**src/rtl/crc_append_pkg.sv**
```systemverilog
// Shared types and helpers for the crc_append frame stage.
// Holds the frame state enum, the bit-reversal helpers and the CRC-32 check value.
package crc_append_pkg;

  typedef enum logic {
    PASS   = 1'b0,
    APPEND = 1'b1
  } state_t;

  localparam logic [31:0] CRC32_CHECK = 32'hcbf4_3926;

  function automatic logic [7:0] bitrev8(input logic [7:0] v);
    logic [7:0] r;
    for (int i = 0; i < 8; i++) r[i] = v[7-i];
    return r;
  endfunction

  // Reverses the low w bits of v; bits above w come back as zero.
  function automatic logic [63:0] bitrev_n(input logic [63:0] v, input int unsigned w);
    logic [63:0] r;
    for (int i = 0; i < 64; i++) r[i] = v[63-i];
    return r >> (64 - w);
  endfunction

endpackage

```
**src/rtl/crc_append_step.sv**
```systemverilog
// One-byte CRC update, combinational: crc_next = step(crc, data).
// Bit-serial MSB-first shift unrolled over the eight data bits.
module crc_append_step
  import crc_append_pkg::*;
#(
  parameter int                 O_WIDTH = 32,
  parameter logic [O_WIDTH-1:0] POLY    = 32'h04c1_1db7,
  parameter bit                 REFI    = 1'b1
) (
  input  logic [O_WIDTH-1:0] crc,
  input  logic [7:0]         data,
  output logic [O_WIDTH-1:0] crc_next
);

  logic [O_WIDTH-1:0] c;
  logic [7:0]         b;

  always_comb begin
    b = REFI ? bitrev8(data) : data;
    c = crc;
    for (int i = 7; i >= 0; i--) begin
      c = {c[O_WIDTH-2:0], 1'b0} ^ ((c[O_WIDTH-1] ^ b[i]) ? POLY : '0);
    end
    crc_next = c;
  end

endmodule

```
**src/rtl/crc_append.sv**
```systemverilog
// Byte-stream frame stage: passes payload through and appends the frame CRC as FCS bytes.
// Optional CRC_APPEND_STATS_EN adds frame_cnt_o, counting fully emitted frames.
module crc_append
  import crc_append_pkg::*;
#(
  parameter bit                 REFI    = 1'b1,
  parameter bit                 REFO    = 1'b1,
  parameter int                 O_WIDTH = 32,
  parameter logic [O_WIDTH-1:0] POLY    = 32'h04c1_1db7,
  parameter logic [O_WIDTH-1:0] INIT    = 32'hffff_ffff,
  parameter logic [O_WIDTH-1:0] XORO    = 32'hffff_ffff
) (
  input  logic        clk_i,
  input  logic        rst_n_i,
  input  logic [7:0]  in_data_i,
  input  logic        in_valid_i,
  input  logic        in_last_i,
  output logic        in_ready_o,
  output logic [7:0]  out_data_o,
  output logic        out_valid_o,
  output logic        out_last_o,
  input  logic        out_ready_i
`ifdef CRC_APPEND_STATS_EN
  ,
  output logic [31:0] frame_cnt_o
`endif
);

  localparam int NB    = O_WIDTH / 8;
  localparam int IDX_W = 4;

  state_t             state, state_nxt;
  logic [O_WIDTH-1:0] crc, crc_nxt, crc_step;
  logic [O_WIDTH-1:0] fcs, fcs_nxt, fcs_final, fcs_sh;
  logic [63:0]        crc_rev;
  logic [IDX_W-1:0]   idx, idx_nxt, sel;
  logic [7:0]         fcs_byte, data_nxt;
  logic               vld_nxt, last_nxt;
  logic               ld, accept, fcs_last;

  crc_append_step #(
    .O_WIDTH (O_WIDTH),
    .POLY    (POLY),
    .REFI    (REFI)
  ) u_step (
    .crc      (crc),
    .data     (in_data_i),
    .crc_next (crc_step)
  );

  assign ld         = out_ready_i || !out_valid_o;
  assign in_ready_o = ld && (state == PASS);
  assign accept     = in_valid_i && in_ready_o;

  assign crc_rev   = bitrev_n(64'(crc_step), O_WIDTH);
  assign fcs_final = (REFO ? crc_rev[O_WIDTH-1:0] : crc_step) ^ XORO;

  // REFO also fixes wire order: reflected CRCs go out LS byte first.
  assign sel      = REFO ? idx : IDX_W'(NB - 1) - idx;
  assign fcs_sh   = fcs >> {sel, 3'b000};
  assign fcs_byte = fcs_sh[7:0];
  assign fcs_last = (idx == IDX_W'(NB - 1));

  always_comb begin
    state_nxt = state;
    crc_nxt   = crc;
    fcs_nxt   = fcs;
    idx_nxt   = idx;
    data_nxt  = out_data_o;
    vld_nxt   = out_valid_o;
    last_nxt  = out_last_o;
    case (state)
      PASS: begin
        if (accept) begin
          data_nxt = in_data_i;
          vld_nxt  = 1'b1;
          last_nxt = 1'b0;
          crc_nxt  = crc_step;
          if (in_last_i) begin
            fcs_nxt   = fcs_final;
            state_nxt = APPEND;
            idx_nxt   = '0;
          end
        end else if (ld) begin
          vld_nxt = 1'b0;
        end
      end
      APPEND: begin
        if (ld) begin
          data_nxt = fcs_byte;
          vld_nxt  = 1'b1;
          last_nxt = fcs_last;
          idx_nxt  = idx + 1'b1;
          if (fcs_last) begin
            state_nxt = PASS;
            crc_nxt   = INIT;
          end
        end
      end
      default: state_nxt = PASS;
    endcase
  end

  always_ff @(posedge clk_i or negedge rst_n_i) begin
    if (!rst_n_i) begin
      state       <= PASS;
      crc         <= INIT;
      fcs         <= '0;
      idx         <= '0;
      out_data_o  <= '0;
      out_valid_o <= 1'b0;
      out_last_o  <= 1'b0;
    end else begin
      state       <= state_nxt;
      crc         <= crc_nxt;
      fcs         <= fcs_nxt;
      idx         <= idx_nxt;
      out_data_o  <= data_nxt;
      out_valid_o <= vld_nxt;
      out_last_o  <= last_nxt;
    end
  end

`ifdef CRC_APPEND_STATS_EN
  always_ff @(posedge clk_i or negedge rst_n_i) begin
    if (!rst_n_i) begin
      frame_cnt_o <= '0;
    end else if (out_valid_o && out_ready_i && out_last_o) begin
      frame_cnt_o <= frame_cnt_o + 32'd1;
    end
  end
`endif

endmodule

```
**config.mk**
```make
export PLATFORM = sky130hd
export DESIGN_NAME = crc_append
export DESIGN_NICKNAME = d
export VERILOG_FILES = /design/src/rtl/crc_append_pkg.sv /design/src/rtl/crc_append_step.sv /design/src/rtl/crc_append.sv
export SDC_FILE = /design/constraint.sdc
export NUM_CORES = 1
export LEC_CHECK = 0
export CAP_MARGIN = 20
export CORE_MARGIN = 10
export CORE_UTILIZATION = 48
export CTS_CLUSTER_SIZE = 25
export DETAILED_ROUTE_END_ITERATION = 10
export PLACE_DENSITY = 0.71
export SYNTH_ARGS = -nofsm -noshare
export SYNTH_HDL_FRONTEND = slang
export SYNTH_HIERARCHICAL = 1
export SYNTH_SLANG_ARGS = --single-unit
```
**constraint.sdc**
```tcl
create_clock -name clk_i -period 2.7 [get_ports clk_i]
set_input_delay 0.81 -clock clk_i [delete_from_list [all_inputs] [get_ports clk_i]]
set_output_delay 0.81 -clock clk_i [all_outputs]
set_load 0.01 [all_outputs]
```
* Yosys cells after proc, flatten, opt, wreduce, memory -nomap -nowiden
Cells that the tools add are included.
Operators by class: add/subtract/negate cells 1, equal/unequal tests 6, shift-type cells 1, mux-type cells 31, bitwise gates (word level) 18, reduce and logical (&&, ||, !) cells 9
Operator list (count):
- 32-bit bitwise XOR | 8
- 27-bit 2-to-1 mux | 8
- 32-bit 2-to-1 mux | 3
- 32-bit case mux with 2 select lines | 1
- 32-bit NOT | 1
- 32-bit by 7-bit right shift with 8-bit output | 1
- 8-bit 2-to-1 mux | 2
- 8-bit case mux with 2 select lines | 1
- 4-bit 2-to-1 mux | 3
- 1-bit 2-to-1 mux | 9
- 3-bit AND reduction | 3
- 4-bit case mux with 2 select lines | 1
- 1-bit bitwise XOR | 8
- 1-bit case mux with 2 select lines | 3
- 4-bit by 1-bit adder with 4-bit output (second input constant) | 1
- 4-bit by 2-bit == test with 1-bit output (second input constant) | 1
- 2-bit by 1-bit != test with 1-bit output (second input constant) | 2
- 2-bit != test (second input constant) | 2
- 2-bit AND reduction | 2
- 3-bit != test (second input constant) | 1
- 1-bit logical AND | 2
- 1-bit zero test | 1
- 1-bit logical OR | 1
- 1-bit NOT | 1
Word-level totals: flip-flop bits (word level) 79, output and inout bits 11, logic and storage cells 73

* Logic depth before layout (Yosys ltp)
Gate-level depths: netlist of run 1.
depth in word-level cells 26, depth in mapped cells 7

* By module
Netlist of run 1, hierarchy kept.
By module, submodules not included:
- crc_append | instances 1, cells each 286, area an instance 3433.3 um^2
- crc_append_step | instances 1, cells each 64, area an instance 984.7 um^2

* Worst setup path before layout of run 1
Ideal clock, no wire load.
path type input to register, from input in_data_i[0], to register crc[6], setup time 80 ps, data arrival time 2251 ps, required time 2620 ps, slack 369 ps, cell stages on the path 4, cells stage by stage xnor2_4 xnor3_1 xor3_1 o221a_2
On the way: longest elaborated chain between the ends 14
RTL lines:
- start: declaration | RTL line crc_append.sv:15 | input logic [7:0] in_data_i,
- 1-bit bitwise XOR | RTL line crc_append_step.sv:22 | c = {c[O_WIDTH-2:0], 1'b0} ^ ((c[O_WIDTH-1] ^ b[i]) ? POLY : '0);
- 27-bit 2-to-1 mux | RTL line crc_append_step.sv:22
- 32-bit bitwise XOR (6 in a row) | RTL line crc_append_step.sv:22
- 1-bit bitwise XOR | RTL line crc_append_step.sv:22
- 27-bit 2-to-1 mux | RTL line crc_append_step.sv:22
- 32-bit bitwise XOR (2 in a row) | RTL line crc_append_step.sv:22
- named net crc_step[6] | RTL line crc_append.sv:33 | logic [O_WIDTH-1:0] crc, crc_nxt, crc_step;
- 32-bit 2-to-1 mux | RTL line crc_append.sv:74 | if (accept) begin
- 32-bit case mux with 2 select lines | RTL line crc_append.sv:72 | case (state)
- end signal: assignment | RTL line crc_append.sv:115 | crc <= crc_nxt;
- end: declaration | RTL line crc_append.sv:33
The timed path passes the listed nets, and every way through them passes these cells. The select of a mux whose other input is x is not followed. A chain may end at the register's enable or synchronous reset.

* Final worst setup path of run 1
from input out_ready_i, to output in_ready_o
On the way: longest elaborated chain between the ends 2
RTL lines:
- start: declaration | RTL line crc_append.sv:22 | input logic out_ready_i
- 1-bit logical OR | RTL line crc_append.sv:51 | assign ld = out_ready_i || !out_valid_o;
- 1-bit logical AND | RTL line crc_append.sv:52 | assign in_ready_o = ld && (state == PASS);
- end: declaration | RTL line crc_append.sv:18 | output logic in_ready_o,
Every way passes these cells.

==> impl_metrics.json, run 1 <==
{
  "crit_family": "buffers and inverters",
  "die_x_um": 116,
  "synth_top_cell_by_area": "dfrtp_1",
  "pre_cts_ws_ns": -0.306,
  "timing.final.crit_share": 0.982,
  "synth_seq_cells": 79,
  "post-route-util": 0.594,
  "hold_buffers": 0,
  "status": "finished, final reports clean",
  "clk_latency_ns": 0.35,
  "max_slew_margin": 0.625,
  "die_h_um": 116,
  "ant_nets": 0,
  "clockBufferDepth": 2,
  "grt_max_degree": 42,
  "die_area_um2": 13400,
  "startpoint_type": "input port",
  "critical_path_class": "in2out",
  "routed_wl_um": 9980,
  "crit_path_max_fanout": 2,
  "routed_via_density": 5.58,
  "grt_pass1_wl_um": 16200,
  "ys_seq_area_frac": 0.457,
  "drc": 0,
  "drive_above_1_share": 0.373,
  "mostFrequentLayoutCell": "dfrtp_1",
  "endpoint_kind": "output port",
  "final.min_clock_period_ns": 2.65,
  "cts-root-buf": "clkbuf_8",
  "max_freq_mhz": 377,
  "cts.sinks": 79,
  "wl_per_cell_um": 19.3,
  "grt.total_usage": 0.156,
  "drtIter0Drc": 155,
  "cts_buffers": 9,
  "reg2reg_slack_ns": 0.73,
  "place.gp.congestion": 0.796,
  "maxCapViolCount": 0,
  "timing.setup.tns_ns": 0,
  "grt_overflow": 0,
  "start_util": 0.499,
  "yosys.area.top_type_share": 0.266,
  "cpPeakStageDelay_ns": 0.47,
  "cts_tree": "built",
  "io-pin-count": 24,
  "arrival_ns": 1.84,
  "htree_levels": 3,
  "hpwl_um": 6960,
  "synth.avg_cell_area_um2": 12.6,
  "fin_skew_ns": 0.0124,
  "finalHoldViolCount": 0,
  "rsz0062_at_grt": "no",
  "rows": 34,
  "antenna_found_initial": 0,
  "ir_drop_uv": 487,
  "first_pass_iters": 5,
  "setup_ws_ns": 0.0486,
  "nets": 417,
  "mostFrequentLayoutCells": "dfrtp_1, nand2_1, buf_4, o21ai_0, dfstp_2",
  "grt_pass1_vias": 2926,
  "antenna_cells": 0,
  "areaGrowthSynthToFinish_pct": 19.0,
  "port_buffers": 23,
  "required_ns": 1.89,
  "setup_violations": 0,
  "yosysWarnings": 6,
  "hp-class": "in2async",
  "p_leak_nw": 2.28,
  "synth_area_um2": 4420,
  "syn-num-nets": 364,
  "vias": 2877,
  "synth_cells": 350,
  "synthDistinctLibCells": 38,
  "pwr_density_cell_nw_per_um2": 1560,
  "core_region_area_um2": 8850,
  "slew_violations": 0,
  "crit_slowest_cell": "clkdlybuf4s50_1",
  "crit_buf_inv": 2,
  "synthTopCellsByArea": "dfrtp_1, dfstp_2, o221a_2",
  "path_cells": "clkdlybuf4s50_1, and2b_1, nor2_2, clkdlybuf4s15_2",
  "path_clk_slew_ns": 0.09,
  "worst_pin_slew_ns": 0.562
}
==> path summary, 6_finish.rpt <==
path                                  start          to  cells past startpoint
worst max-delay path            out_ready_i  in_ready_o                      4
worst min register to register      fcs[10]     fcs[10]                      2
worst max register to register      crc[31]      crc[5]                      5
max in group asynchronous           rst_n_i     crc[31]                      2
worst min-delay path                rst_n_i  out_last_o                      1
min in group clk_i                  fcs[10]     fcs[10]                      2
==> power breakdown <==
part	internal (mW)	total [mW]	switching [mW]
combinational	2.78	4.89	2.11
sequential	1.86	2.27	0.410
clock	0.613	1.05	0.441
total	5.25	8.21	2.96
==> logic make-up after synthesis <==
logic type	Yosys count	share of synthesized area
and+or+nand+nor	86	0.100
AOI/OAI and AO/OA	85	0.146
DFF	79	0.457
xor gates and xnor gates	65	0.226
buffers and inverters	26	0.0280
muxes	8	0.0408
adders and majority gates	1	0.00283
==> per-stage QoR <==
step	cell area [µm²]	hold WS, ns	cells	total power, mW
2_1_floorplan	4420	0.445	350	5.68
3_3_place_gp	5020	0.456	500	7.08
3_5_place_dp	5020	0.468	500	7.19
4_1_cts	5260	0.426	516	8.27
5_1_grt	5260	0.437	516	8.72
6_report	5260	0.417	516	8.21
==> routing by layer <==
layer,share of wire,GRT usage,vias up
met2,0.49,0.264,78
met1,0.44,0.205,1419
met3,0.054,0.0310,10
li1,-,-,1370
met5,0,0,-
met4,0.0089,0.0300,0
==> cells in the mapped netlist (all sizes together) <==
cell type and count:
o221a 22, and2b 1, xor2 10, or3 22, dfstp 32, o21ai 35
o22a 10, nor3b 1, clkbuf 8, xnor2 37, nand2 40, a21oi 10
a31oi 1, nand4 1, a22oi 7, mux4 8, dfrtp 47, nor2 10
xor3 10, buf 14, nor3 2, nand2b 1, inv 4, ha 1
nand3 8, xnor3 8
==> timing repair <==
action                                  CTS  global route
resized for setup                         3             1
endpoints found under the setup margin    1             1
setup buffers                             0             0
cloned                                    0             0
pin swaps                                 0             0
==> area by class of cell <==
type                       count  area, µm²
clock inverter                 6        109
tap                          108        135
timing repair buffer          64        574
inverter                       4       15.0
multi-input combinational    245       2280
fill                         718       3590
clock buffer                  10        128
sequential                    79       2020
==> registers in the layout (all words and copies together) (netlist names) <==
signal,flops
out_data_o,8
fcs,32
out_valid_o,1
state,1
out_last_o,1
idx,4
crc,32
(Power assumes the default switching activity.)
==> run 2, diff against run 1 <==
--- a/config.mk
+++ b/config.mk
@@ -8,9 +8,11 @@
 export CAP_MARGIN = 20
 export CORE_MARGIN = 10
 export CORE_UTILIZATION = 48
+export CTS_CLUSTER_DIAMETER = 120
 export CTS_CLUSTER_SIZE = 25
 export DETAILED_ROUTE_END_ITERATION = 10
 export PLACE_DENSITY = 0.71
+export SKIP_LAST_GASP = 1
 export SYNTH_ARGS = -nofsm -noshare
 export SYNTH_HDL_FRONTEND = slang
 export SYNTH_HIERARCHICAL = 1
==> results of run 2 <==
No change in the layout: final DEF, timing and power equal those of run 1.
